===== src/rtl/msf_bit_decoder_if.sv =====
// Bundle between the IQ averager and the MSF bit decoder.
// master: drives the averaged amplitude, its strobes and the slicer thresholds, and receives the decoded bits.
// slave: the decoder side of the same signals.
interface msf_bit_decoder_if #(
  parameter int NBITS = 16
);
  logic signed [NBITS-1:0] average;
  logic                    avg_valid;
  logic                    sec_sync;
  logic        [NBITS-2:0] thr_hi;
  logic        [NBITS-2:0] thr_lo;
  logic                    bit_a;
  logic                    bit_b;
  logic                    minute_mark;
  logic                    sym_err;
  logic                    bit_valid;
  logic                    locked;

  modport master (
    output average, avg_valid, sec_sync, thr_hi, thr_lo,
    input  bit_a, bit_b, minute_mark, sym_err, bit_valid, locked
  );

  modport slave (
    input  average, avg_valid, sec_sync, thr_hi, thr_lo,
    output bit_a, bit_b, minute_mark, sym_err, bit_valid, locked
  );
endinterface


===== src/rtl/msf_bit_decoder.sv =====
// MSF bit decoder: slices each 100 ms amplitude slot on/off with hysteresis, then classifies 10 slots into A/B bits, minute marker or error.
// Ports: clk, rst_n (async active-low), bus (slave): average/avg_valid/sec_sync/thr_hi/thr_lo in;
//        bit_a/bit_b/minute_mark/sym_err/bit_valid out (1-cycle latency after slot 9 or a short-second sync), locked out.
module msf_bit_decoder #(
  parameter int NBITS = 16,
  parameter int SLOTS = 10
) (
  input  logic               clk,
  input  logic               rst_n,
  msf_bit_decoder_if.slave   bus
);

  localparam logic [3:0] LAST_SLOT = 4'(SLOTS - 1);

  // Slot patterns, bit i = slot i, 1 = carrier on.
  localparam logic [9:0] PAT_MINUTE = 10'b11111_00000;
  localparam logic [9:0] PAT_A0_B0  = 10'b11111_11110;
  localparam logic [9:0] PAT_A1_B0  = 10'b11111_11100;
  localparam logic [9:0] PAT_A1_B1  = 10'b11111_11000;
  localparam logic [9:0] PAT_A0_B1  = 10'b11111_11010;

  logic             car_on;
  logic [SLOTS-1:0] pattern;
  logic [3:0]       slot_cnt;
  logic             lock_reg;
  logic             short_flag;

  logic [NBITS-1:0] neg_avg;
  logic [NBITS-2:0] mag;
  logic             car_next;
  logic [3:0]       slot;
  logic [SLOTS-1:0] pat_next;
  logic             is_short;
  logic             is_last;
  logic             cls_a, cls_b, cls_mm, cls_err;

  assign neg_avg = -bus.average;

  always_comb begin
    // The most negative input has no positive twin; clamp it to full scale.
    if (bus.average[NBITS-1] && (bus.average[NBITS-2:0] == '0))
      mag = '1;
    else if (bus.average[NBITS-1])
      mag = neg_avg[NBITS-2:0];
    else
      mag = bus.average[NBITS-2:0];
  end

  always_comb begin
    // thr_hi wins so swapped thresholds still give a defined result.
    car_next = car_on;
    if (mag > bus.thr_hi)
      car_next = 1'b1;
    else if (mag < bus.thr_lo)
      car_next = 1'b0;
  end

  always_comb begin
    slot           = bus.sec_sync ? 4'd0 : slot_cnt;
    pat_next       = pattern;
    pat_next[slot] = car_next;
    is_short       = bus.avg_valid && bus.sec_sync && (slot_cnt != 4'd0);
    is_last        = bus.avg_valid && (slot == LAST_SLOT);
  end

  always_comb begin
    cls_a   = 1'b0;
    cls_b   = 1'b0;
    cls_mm  = 1'b0;
    cls_err = 1'b0;
    case (pat_next)
      PAT_MINUTE: begin cls_mm = 1'b1; cls_a = 1'b1; cls_b = 1'b1; end
      PAT_A0_B0:  ;
      PAT_A1_B0:  cls_a = 1'b1;
      PAT_A1_B1:  begin cls_a = 1'b1; cls_b = 1'b1; end
      PAT_A0_B1:  cls_b = 1'b1;
      default:    cls_err = 1'b1;
    endcase
  end

  always_ff @(posedge clk or negedge rst_n) begin
    if (!rst_n) begin
      car_on          <= 1'b1;
      pattern         <= '1;
      slot_cnt        <= 4'd0;
      lock_reg        <= 1'b0;
      short_flag      <= 1'b0;
      bus.bit_a       <= 1'b0;
      bus.bit_b       <= 1'b0;
      bus.minute_mark <= 1'b0;
      bus.sym_err     <= 1'b0;
      bus.bit_valid   <= 1'b0;
    end else begin
      bus.bit_valid <= 1'b0;
      short_flag    <= 1'b0;
      if (bus.avg_valid) begin
        car_on   <= car_next;
        pattern  <= pat_next;
        slot_cnt <= (slot == LAST_SLOT) ? 4'd0 : 4'(slot + 4'd1);
        if (slot == 4'd0)
          lock_reg <= bus.sec_sync;
        if (is_short) begin
          // The sync sample still opens the new second; only the report is an error.
          bus.bit_valid   <= 1'b1;
          bus.sym_err     <= 1'b1;
          bus.bit_a       <= 1'b0;
          bus.bit_b       <= 1'b0;
          bus.minute_mark <= 1'b0;
          short_flag      <= 1'b1;
        end else if (is_last) begin
          bus.bit_valid   <= 1'b1;
          bus.sym_err     <= cls_err;
          bus.bit_a       <= cls_a;
          bus.bit_b       <= cls_b;
          bus.minute_mark <= cls_mm;
        end
      end
    end
  end

  // lock_reg already tracks the new synced second; the short-second report itself shows unlocked.
  assign bus.locked = lock_reg && !short_flag;

endmodule


===== src/flat_wrapper.sv =====
// flat-port wrapper written by rule: the top's interface ports become plain ports
module msf_bit_decoder_flat 
#(
  parameter int NBITS = 16,
  parameter int SLOTS = 10
)
  (clk, rst_n, bus_average, bus_avg_valid, bus_sec_sync, bus_thr_hi, bus_thr_lo, bus_bit_a, bus_bit_b, bus_minute_mark, bus_sym_err, bus_bit_valid, bus_locked);
  msf_bit_decoder_if #(.NBITS(NBITS)) bus_i ();
  input  logic clk;
  input  logic rst_n;
  input wire logic [$bits(bus_i.average)-1:0] bus_average;
  input wire logic [$bits(bus_i.avg_valid)-1:0] bus_avg_valid;
  input wire logic [$bits(bus_i.sec_sync)-1:0] bus_sec_sync;
  input wire logic [$bits(bus_i.thr_hi)-1:0] bus_thr_hi;
  input wire logic [$bits(bus_i.thr_lo)-1:0] bus_thr_lo;
  output wire logic [$bits(bus_i.bit_a)-1:0] bus_bit_a;
  output wire logic [$bits(bus_i.bit_b)-1:0] bus_bit_b;
  output wire logic [$bits(bus_i.minute_mark)-1:0] bus_minute_mark;
  output wire logic [$bits(bus_i.sym_err)-1:0] bus_sym_err;
  output wire logic [$bits(bus_i.bit_valid)-1:0] bus_bit_valid;
  output wire logic [$bits(bus_i.locked)-1:0] bus_locked;
  assign bus_i.average = bus_average;
  assign bus_i.avg_valid = bus_avg_valid;
  assign bus_i.sec_sync = bus_sec_sync;
  assign bus_i.thr_hi = bus_thr_hi;
  assign bus_i.thr_lo = bus_thr_lo;
  assign bus_bit_a = bus_i.bit_a;
  assign bus_bit_b = bus_i.bit_b;
  assign bus_minute_mark = bus_i.minute_mark;
  assign bus_sym_err = bus_i.sym_err;
  assign bus_bit_valid = bus_i.bit_valid;
  assign bus_locked = bus_i.locked;
  msf_bit_decoder #(.NBITS(NBITS), .SLOTS(SLOTS)) u_core (.clk(clk), .rst_n(rst_n), .bus(bus_i));
endmodule

===== config.mk =====
export PLATFORM = sky130hd
export DESIGN_NAME = msf_bit_decoder_flat
export DESIGN_NICKNAME = d
export VERILOG_FILES = /design/src/rtl/msf_bit_decoder_if.sv /design/src/rtl/msf_bit_decoder.sv /design/src/flat_wrapper.sv
export SDC_FILE = /design/constraint.sdc
export NUM_CORES = 1
export LEC_CHECK = 0
export CAP_MARGIN = 10
export CORE_ASPECT_RATIO = 1.1
export CORE_MARGIN = 1
export CORE_UTILIZATION = 35
export DETAILED_ROUTE_END_ITERATION = 6
export SLEW_MARGIN = 0
export SYNTH_ARGS = -nofsm -noshare
export SYNTH_HDL_FRONTEND = slang
export SYNTH_SLANG_ARGS = --single-unit

===== constraint.sdc =====
create_clock -name clk -period 2 [get_ports clk]
set_input_delay 0.3 -clock clk [delete_from_list [all_inputs] [get_ports clk]]
set_output_delay 0.3 -clock clk [all_outputs]
set_load 0.1 [all_outputs]

Yosys cells after proc, flatten, opt, wreduce, memory -nomap -nowiden
Index checks and enable logic that the tools add are counted.
- add/subtract/negate cells: 2
- $lt $le $gt $ge: 4
- eq/ne operators: 6
- multiplexer cells: 26
- reduce and logical (&&, ||, !) cells: 16
- operator list (operator ; number):
    $eq A10 B10 Y1 const B ; 5
    $mux W15 ; 2
    $mux W1 ; 20
    $gt A15 B15 Y1 ; 1
    $logic_not A15 Y1 ; 1
    $lt A15 B15 Y1 ; 1
    $neg A15 Y15 ; 1
    $bwmux W10 ; 1
    $mux W4 ; 2
    $logic_and A1 B1 Y1 ; 6
    $reduce_or A3 Y1 ; 2
    $lt A4 B5 Y1 const B ; 1
    $reduce_or A5 Y1 ; 1
    $add A4 B1 Y4 const B ; 1
    $demux W1 S4 ; 1
    $eq A4 B4 Y1 const B ; 1
    $ge A4 B1 Y1 const B ; 1
    $logic_not A4 Y1 ; 1
    $reduce_and A2 Y1 ; 2
    $reduce_bool A4 Y1 ; 1
    $reduce_bool A2 Y1 ; 1
    $logic_not A1 Y1 ; 1
- register bits: 22
- output and inout bits: 6
- word-level logic and storage cells: 64

Depth between registers and ports, before layout
- depth after elaboration: 12
- depth in mapped cells: 17

Worst setup path before layout
OpenSTA, ideal clock, no wires.
- path type: input to register
- from: input port bus_average[1]
- to: register u_core.pattern[8]
- setup time: 77 ps
- data arrival time: 3587 ps
- required time: 1923 ps
- path slack: -1665 ps
- stages on the path: 16
- buffers on the path: 1
- cells stage by stage: inv_1 ha_1 or4b_1 or2_1 or3_4 o31ai_4 xor2_1 nand2_1 ha_1 nand4_1 or3_1 o221a_2 o211ai_2 inv_2 buf_6 a31oi_1
- word-level cells in the longest chain between the ends: 7
- RTL lines (element ; line ; text):
    start: declaration ; flat_wrapper.sv:11 ; input wire logic [$bits(bus_i.average)-1:0] bus_average;
    $neg A15 Y15 / $logic_not A15 Y1 (equally long branches) ; msf_bit_decoder.sv:37, msf_bit_decoder.sv:41 ;
    $mux W15 / $logic_and A1 B1 Y1 (equally long branches) ; msf_bit_decoder.sv:43, msf_bit_decoder.sv:41 ;
    $mux W15 * ; msf_bit_decoder.sv:41 ; if (bus.average[NBITS-1] && (bus.average[NBITS-2:0] == '0))
    $lt A15 B15 Y1 ; msf_bit_decoder.sv:54 ; else if (mag < bus.thr_lo)
    $mux W1 ; msf_bit_decoder.sv:54 ;
    $mux W1 * ; msf_bit_decoder.sv:52 ; if (mag > bus.thr_hi)
    $bwmux W10 * ; msf_bit_decoder.sv:61 ; pat_next[slot] = car_next;
    end signal: assignment ; msf_bit_decoder.sv:98 ; pattern <= pat_next;
    end: declaration ; msf_bit_decoder.sv:23 ; logic [SLOTS-1:0] pattern;
Mark *: on every way between the ends. The rest lies on a longest branch, timed or not.
A chain may end at the register's enable or synchronous reset.

Worst setup path after layout
- from: input port bus_average[0]
- to: register u_core.bus.bit_b
- word-level cells in the longest chain between the ends: 12
- RTL lines (element ; line ; text):
    $neg A15 Y15 / $logic_not A15 Y1 (equally long branches) ; msf_bit_decoder.sv:37, msf_bit_decoder.sv:41 ;
    $mux W15 / $logic_and A1 B1 Y1 (equally long branches) ; msf_bit_decoder.sv:43, msf_bit_decoder.sv:41 ;
    $mux W15 * ; msf_bit_decoder.sv:41 ;
    $lt A15 B15 Y1 ; msf_bit_decoder.sv:54 ;
    $mux W1 ; msf_bit_decoder.sv:54 ;
    $mux W1 * ; msf_bit_decoder.sv:52 ;
    $bwmux W10 * ; msf_bit_decoder.sv:61 ;
    $eq A10 B10 Y1 ; msf_bit_decoder.sv:71 ; case (pat_next)
    $reduce_or A3 Y1 (no line) * ; n/a ;
    $mux W1 * ; msf_bit_decoder.sv:71 ;
    $mux W1 * ; msf_bit_decoder.sv:110 ; end else if (is_last) begin
    $mux W1 * ; msf_bit_decoder.sv:102 ; if (is_short) begin
    end signal: assignment ; msf_bit_decoder.sv:114 ; bus.bit_b <= cls_b;
    end: declaration ; msf_bit_decoder_if.sv:26 ; output bit_a, bit_b, minute_mark, sym_err, bit_valid, locked
Mark *: on every way between the ends. The rest lies on a longest branch, timed or not. The select of a mux whose other input is x is not followed.

==> results <==
- The run finished, with violations left.
- The final reports fail on setup timing.
- The clock network accounts for 13.3% of the total power.
- The total overflow left after global routing is 0.
- The top-area cell type share of the netlist area is approximately 17%.
- The clock-pin slew on the worst setup and hold paths is 0.07 ns.
- In this run the worst hold path is classified as in -> async.
- The tool flagged a number of max-cap violations equal to 0.
- The core region is a little over 6000 um2.
- The slew at the pin closest to its max-slew limit is ~0.44 ns.
- After synthesis the netlist holds a flip-flop and latch count of 21.
- The clock tree from TritonCTS is yes.
- The largest net degree at the start of global routing is 23.
- The number of clock sinks seen by CTS is 21.
- The clock arrives with 0.00263 ns of skew.
- After detailed routing, the number of vias per cell comes to 4.99.
- The total non-filler cell area in the finished layout is ~3600 um2.
- Timing analysis after detailed placement gives a worst setup slack of -2.49 ns.
- From bottom edge to top edge, the die measures 86.1 um.
- The detailed router put a total of around 2500 um of wire on met1.
- The switching share of total power is a little under two fifths.
- The largest vdd supply drop is around 560 uV.
- For this design the top-level I/O count stands at 56.
- The maximum clock insertion buffer count is 2.
- The total number of nets in the final design is between 400 and 500.
- The tree is rooted in a clkbuf_8.
- The number of hold-slack violations in the final timing report is 0.
- The via count of the first global-routing pass is ~2500.
- The post-synthesis cell count is around 300.
- Yosys printed 0 warnings.
- Once the floorplan was initialized, standard cells occupied 36.3% of the core.
- The pre-antenna-repair detailed-routing pass consisted of 4 iterations.
- The total placed instance area is around 3400 um2.
- The tightest hold path in the finished design has a slack of around 0.37 ns.
- After filler insertion, the fill cell instance count of the layout stands at 605.
- STA puts the critical path data arrival time at 3.76 ns.
- In the final routed layout, each cell accounts on average for around 12 um.
- The met3 layer wire length in the routed design is between 150 and 200 um.
- The remaining number of nets flagged by the antenna check after routing is 0.
- The category of the most critical setup path is in -> reg.
- For the finished layout, the period the worst path requires is around 3.6 ns.
- The count of buffers added on input and output ports is 55.
- Counting flops with an async set or reset pin after synthesis yields a share of 100%.
- After detailed routing, no signal wire sits above met4.
- Among all cell types in the netlist, the one instantiated most often is nand2_1.
- The die width is just under 80 um.
- The number of max-slew violations in the final report is 0.
- For this design the ratio of total power to cell area is ~600 nW/um2.
- Relative to the synthesized area, the layout overhead comes to 58.5%.
- The number of nets handed over by synthesis was 375.
- After detailed routing, the number of remaining DRC violations is 0.
- The total vias in the final route is 2481.
- Data on the critical path is required at its endpoint by ~2.2 ns.
- Averaged over all synthesized cells, the footprint is ~7.6 um2.
- The area of the die is slightly below 7000 um2.
- The switching component of the power is roughly 0.81 mW.
- Global routing consumed, over all layers together, a little under a fifth of the routing resources.
- TritonCTS created 3 clock buffers.
- The highest fanout seen on the critical path is 3.
- The global-route wire length before repair is 10100 um.
- The final layout contains routed wiring with a total length of about 6000 um.
- The congestion estimate from routability-driven global placement came to roughly 0.81.
- For this run, the leading register cell type out of synthesis is dfrtp_1.
- The internal power consumption is approximately 1.3 mW.
- At the end of the flow the core is filled with cells to between 50 and 60%.
- By count the netlist is led by nand2_1 (50), inv_1 (38), ha_1 (30).
- After legalization and detailed placement, the total HPWL measured between 4000 and 5000 um.
- The number of inserted diodes is 0.
- The initial antenna violation count is 0.
- For this design the static power due to leakage is roughly 1.7 nW.
- The detailed-routed wire length on met2 is ~3200 um.
- STA classifies the critical path endpoint as a register.
- The critical path launch point type is an input port.
- Setup repair after global routing could not meet its margin everywhere.
- The latest clock arrival within the worst-skew pair is ~0.27 ns.
- Setup violations remaining at the end of the flow were counted as 14.
- Summing the sequential cell areas from Yosys gives 23.9% of the chip area.
- The dominant cell type by area after synthesis is ha_1.
- The largest registers in the layout are u_core.pattern (9), u_core.slot_cnt (4).
- The combinational group share of total power is between 50% and 60%.
- The worst pin sits at a relative slew slack of between 70% and 80%.
- The number of flops mapped to enable cells by yosys is 0.
- The number of DRC markers after the initial detailed-route iteration is 84.
- Sequential cells account for between 30% and 40% of the total power.
- The register name with the most flops is u_core.pattern.
- CTS built an H-tree with a depth of 1.
- After synthesis the cells add up to between 2000 and 2500 um2.
- Counting distinct cell types in the post-synthesis netlist gives 55.
- Based on the critical path, the design can be clocked at up to 279 MHz.
- The total power is between 2 and 2.5 mW.
- The total number of placement rows is 30.
- In the final layout, the share of cells above drive strength 1 is between 20% and 30%.
- By area the synthesized netlist is led by ha_1 (17%), dfrtp_1 (12%), dfstp_2 (12%).
- The number of flip-flops under the largest register name is 9.
- The smallest setup slack after layout is -1.59 ns.
- The ratio of final minimum period to clock period is 179%.
power groups by stage:
stage               Clock, mW  Combinational (mW)  Sequential, mW
global route            0.303                1.25           0.734
CTS                     0.293                1.12           0.714
global placement            0                1.07           0.717
floorplan                   0               0.628           0.695
finish                  0.285                1.13           0.716
detailed placement          0                1.09           0.719
logic make-up (layout without fill, tap and decap cells):
logic type	after synthesis	in the layout	synth area share [%]
AO/OA/AOI/OAI	73	73	22.2
AND/OR/NAND/NOR	108	108	23.6
XOR/XNOR	11	11	4.28
buffers and inverters	52	174	9.28
flip-flops	21	21	23.9
adder cells (fa/ha/maj)	30	30	16.7
through the flow:
step	setup TNS, ns	instances
floorplan	-22.63	295
detailed placement	-34.03	485
global route	-23.04	497
global placement	-33.38	485
CTS	-20.80	495
finish	-21.07	497
timing repair:
action	CTS	global route
endpoints found under the setup margin	14	14
setup buffers	6	2
pin swaps	17	1
hold buffers	0	0
gates resized for setup	30	8
layout by cell type, fill, tap and decap left out, types with 7 or more instances in the layout:
cell and n:
a21oi_1 19, buf_4 80, clkdlybuf4s50_1 41, dfrtp_1 11, dfstp_2 10, ha_1 28
inv_1 36, nand2_1 48, nand3_1 9, nand4_1 8, nor2_1 14, o21ai_0 7
o21ai_1 7, xor2_1 8
final cells by class:
| cell class | instances | area (um2) | share of cell area (%) |
|---|---|---|---|
| multi-input combinational | 222 | 1590 | 44.6 |
| timing repair buffer | 130 | 1120 | 31.5 |
| sequential | 21 | 538 | 15.1 |
| inverter | 40 | 170 | 4.77 |
| tap | 80 | 100 | 2.81 |
| clock buffer | 4 | 45.0 | 1.26 |
metal layers:
layer | vias up | global-route usage (%)
li1 | 1291 | -
met1 | 1135 | 20.3
met2 | 48 | 36.4
met3 | 7 | 1.38
met4 | 0 | 5.39
met5 | - | 0
final timing paths:
path,slack [ns],to,start,cells past startpoint
max,-1.59,u_core.bus.bit_b,bus_average[0],16
min,0.37,u_core.bus.minute_mark,rst_n,2
max reg2reg,0.01,u_core.bus.bit_a,u_core.slot_cnt[2],7
min reg2reg,0.47,u_core.pattern[7],u_core.pattern[7],2
max in group asynchronous,1.36,u_core.pattern[8],rst_n,2
min in group clk,0.47,u_core.pattern[7],u_core.pattern[7],2
worst max-delay path, stage by stage:
cell and delay (ns):
buf_8 0.10, inv_6 0.05, ha_4 0.12, or4b_4 0.47, or2_4 0.27, or3_4 0.34, o31ai_4 0.18, xor2_1 0.19
nand2_2 0.10, ha_4 0.27, nand4_1 0.12, or3_4 0.40, o221a_4 0.30, o211ai_4 0.21, nand2_2 0.09, o311ai_2 0.25
Power figures use the tool's default switching activity.
==> variant, RTL diff (config.mk and constraints unchanged) <==
`NBITS` is set to 16 in 3 places; all go to 24.
--- a/src/rtl/msf_bit_decoder_if.sv
+++ b/src/rtl/msf_bit_decoder_if.sv
@@ -4,3 +4,3 @@
 interface msf_bit_decoder_if #(
-  parameter int NBITS = 16
+  parameter int NBITS = 24
 );
--- a/src/rtl/msf_bit_decoder.sv
+++ b/src/rtl/msf_bit_decoder.sv
@@ -4,3 +4,3 @@
 module msf_bit_decoder #(
-  parameter int NBITS = 16,
+  parameter int NBITS = 24,
   parameter int SLOTS = 10
--- a/src/flat_wrapper.sv
+++ b/src/flat_wrapper.sv
@@ -3,3 +3,3 @@
 #(
-  parameter int NBITS = 16,
+  parameter int NBITS = 24,
   parameter int SLOTS = 10
Interface: changed (resized bus_average, bus_thr_hi and bus_thr_lo); port bits go from 56 to 80. No check against the original RTL was run, so the function may have changed too.
==> variant against the original RTL <==
The run still ends with negative setup slack left. Largest power group unchanged. Area after synthesis rose by 31%. Clock power rose by 51%. Non-clock buffer count rose by 41. Worst setup slack got worse by 0.0081 ns. Power rose by 28%. Routed wire length rose by 59%. Sequential cell count rose by 1. Final area rose by 38%.
==> variant: results (changes against the original RTL) <==
{
  "timing": {
    "fin_ws": {"value": -1.60, "unit": "ns", "change": "-0.00814 ns"},
    "clock-skew-final": {"value": 0.00681, "unit": "ns", "change": "+0.00418 ns"},
    "setup_viol_count_final": {"value": 15, "change": "+1"},
    "worst-slew-pin-transition": {"value": 0.393, "unit": "ns", "change": "-0.0423 ns"}
  },
  "cells_and_area": {
    "fillers": {"value": 727, "change": "+20%"},
    "layout.nets": {"value": 660, "change": "+33%"},
    "drive_gt1_share": {"value": 34.3, "unit": "%", "change": "+5.8 points"},
    "multi_input_area": {"value": 2460, "unit": "µm²", "change": "+54%"},
    "multi_input_comb_cells": {"value": 288, "change": "+30%"}
  },
  "grt": {
    "pin_count_of_the_biggest_net_entering_global_routing": {"value": 25, "change": "+8.7%"},
    "first_global_vias": {"value": 3455, "change": "+41%"}
  },
  "synthesis": {
    "multiplexer_share_of_the_synthesized_area": {"value": 4.55, "unit": "%", "change": "+4.5 points"},
    "post_synthesis_sequential_element_count": {"value": 22, "change": "+4.8%"},
    "yosys.area_share.adder": {"value": 19.5, "unit": "%", "change": "+2.9 points"},
    "synth_area_per_cell": {"value": 7.77, "unit": "µm²", "change": "+1.8%"},
    "synth.cells.most_frequent": "sky130_fd_sc_hd__inv_1, sky130_fd_sc_hd__ha_1, sky130_fd_sc_hd__nand2_1, sky130_fd_sc_hd__a21oi_1, sky130_fd_sc_hd__o21ai_0"
  },
  "routing": {
    "initialDrtViolationCount": {"value": 83, "change": "-1.2%"},
    "drt-wirelength-per-cell": {"value": 14.7, "unit": "µm", "change": "+22%"},
    "avgViaCountPerCell": {"value": 5.04, "change": "+0.97%"},
    "drt_wl_total": {"value": 9.51, "unit": "mm", "change": "+59%"}
  },
  "place": {
    "numPortBuffers": {"value": 79, "change": "+44%"},
    "dpl.cell_count": {"value": 632, "change": "+30%"}
  },
  "critical_path": {
    "setup.worst_path.start": "bus_average[1]",
    "worstPathMaxFanout": {"value": 8, "change": "+5"}
  },
  "clock_network": {
    "cts_resized": {"value": 107, "change": "+260%"}
  },
  "power_and_ir_drop": {
    "power.combinational.total": {"value": 0.00157, "unit": "W", "change": "+39%"}
  },
  "outcome": {
    "violations": "negative setup slack",
    "outcome": "finished with violations"
  }
}
[variant: worst paths after layout]
kind / to / slack [ns] / cells past startpoint
max: u_core.pattern[6] / -1.60 / 16
min: u_core.slot_cnt[0] / 0.37 / 2
max reg2reg: u_core.bus.sym_err / -0.21 / 6
min reg2reg: u_core.lock_reg / 0.49 / 2
max in group asynchronous: u_core.pattern[6] / 1.34 / 2
min in group clk: u_core.lock_reg / 0.49 / 2
[variant: per-stage QoR]
| step | TNS (ns) | utilization, % | instance area [µm²] |
|---|---|---|---|
| after floorplan | -21.48 | - | 2970 |
| after global placement | -33.32 | 55.2 | 4440 |
| after detailed placement | -33.44 | 55.2 | 4440 |
| after CTS | -22.19 | 61.0 | 4910 |
| after global routing | -25.43 | 61.0 | 4910 |
| final | -23.73 | 61.0 | 4910 |
[variant: metal layers]
metal	up-vias	track usage (%)	share of wire, %
met2	63	41.0	49
met1	1522	28.4	46
li1	1666	-	-
met3	10	1.86	3.1
met4	0	5.01	1.4
met5	-	0	0
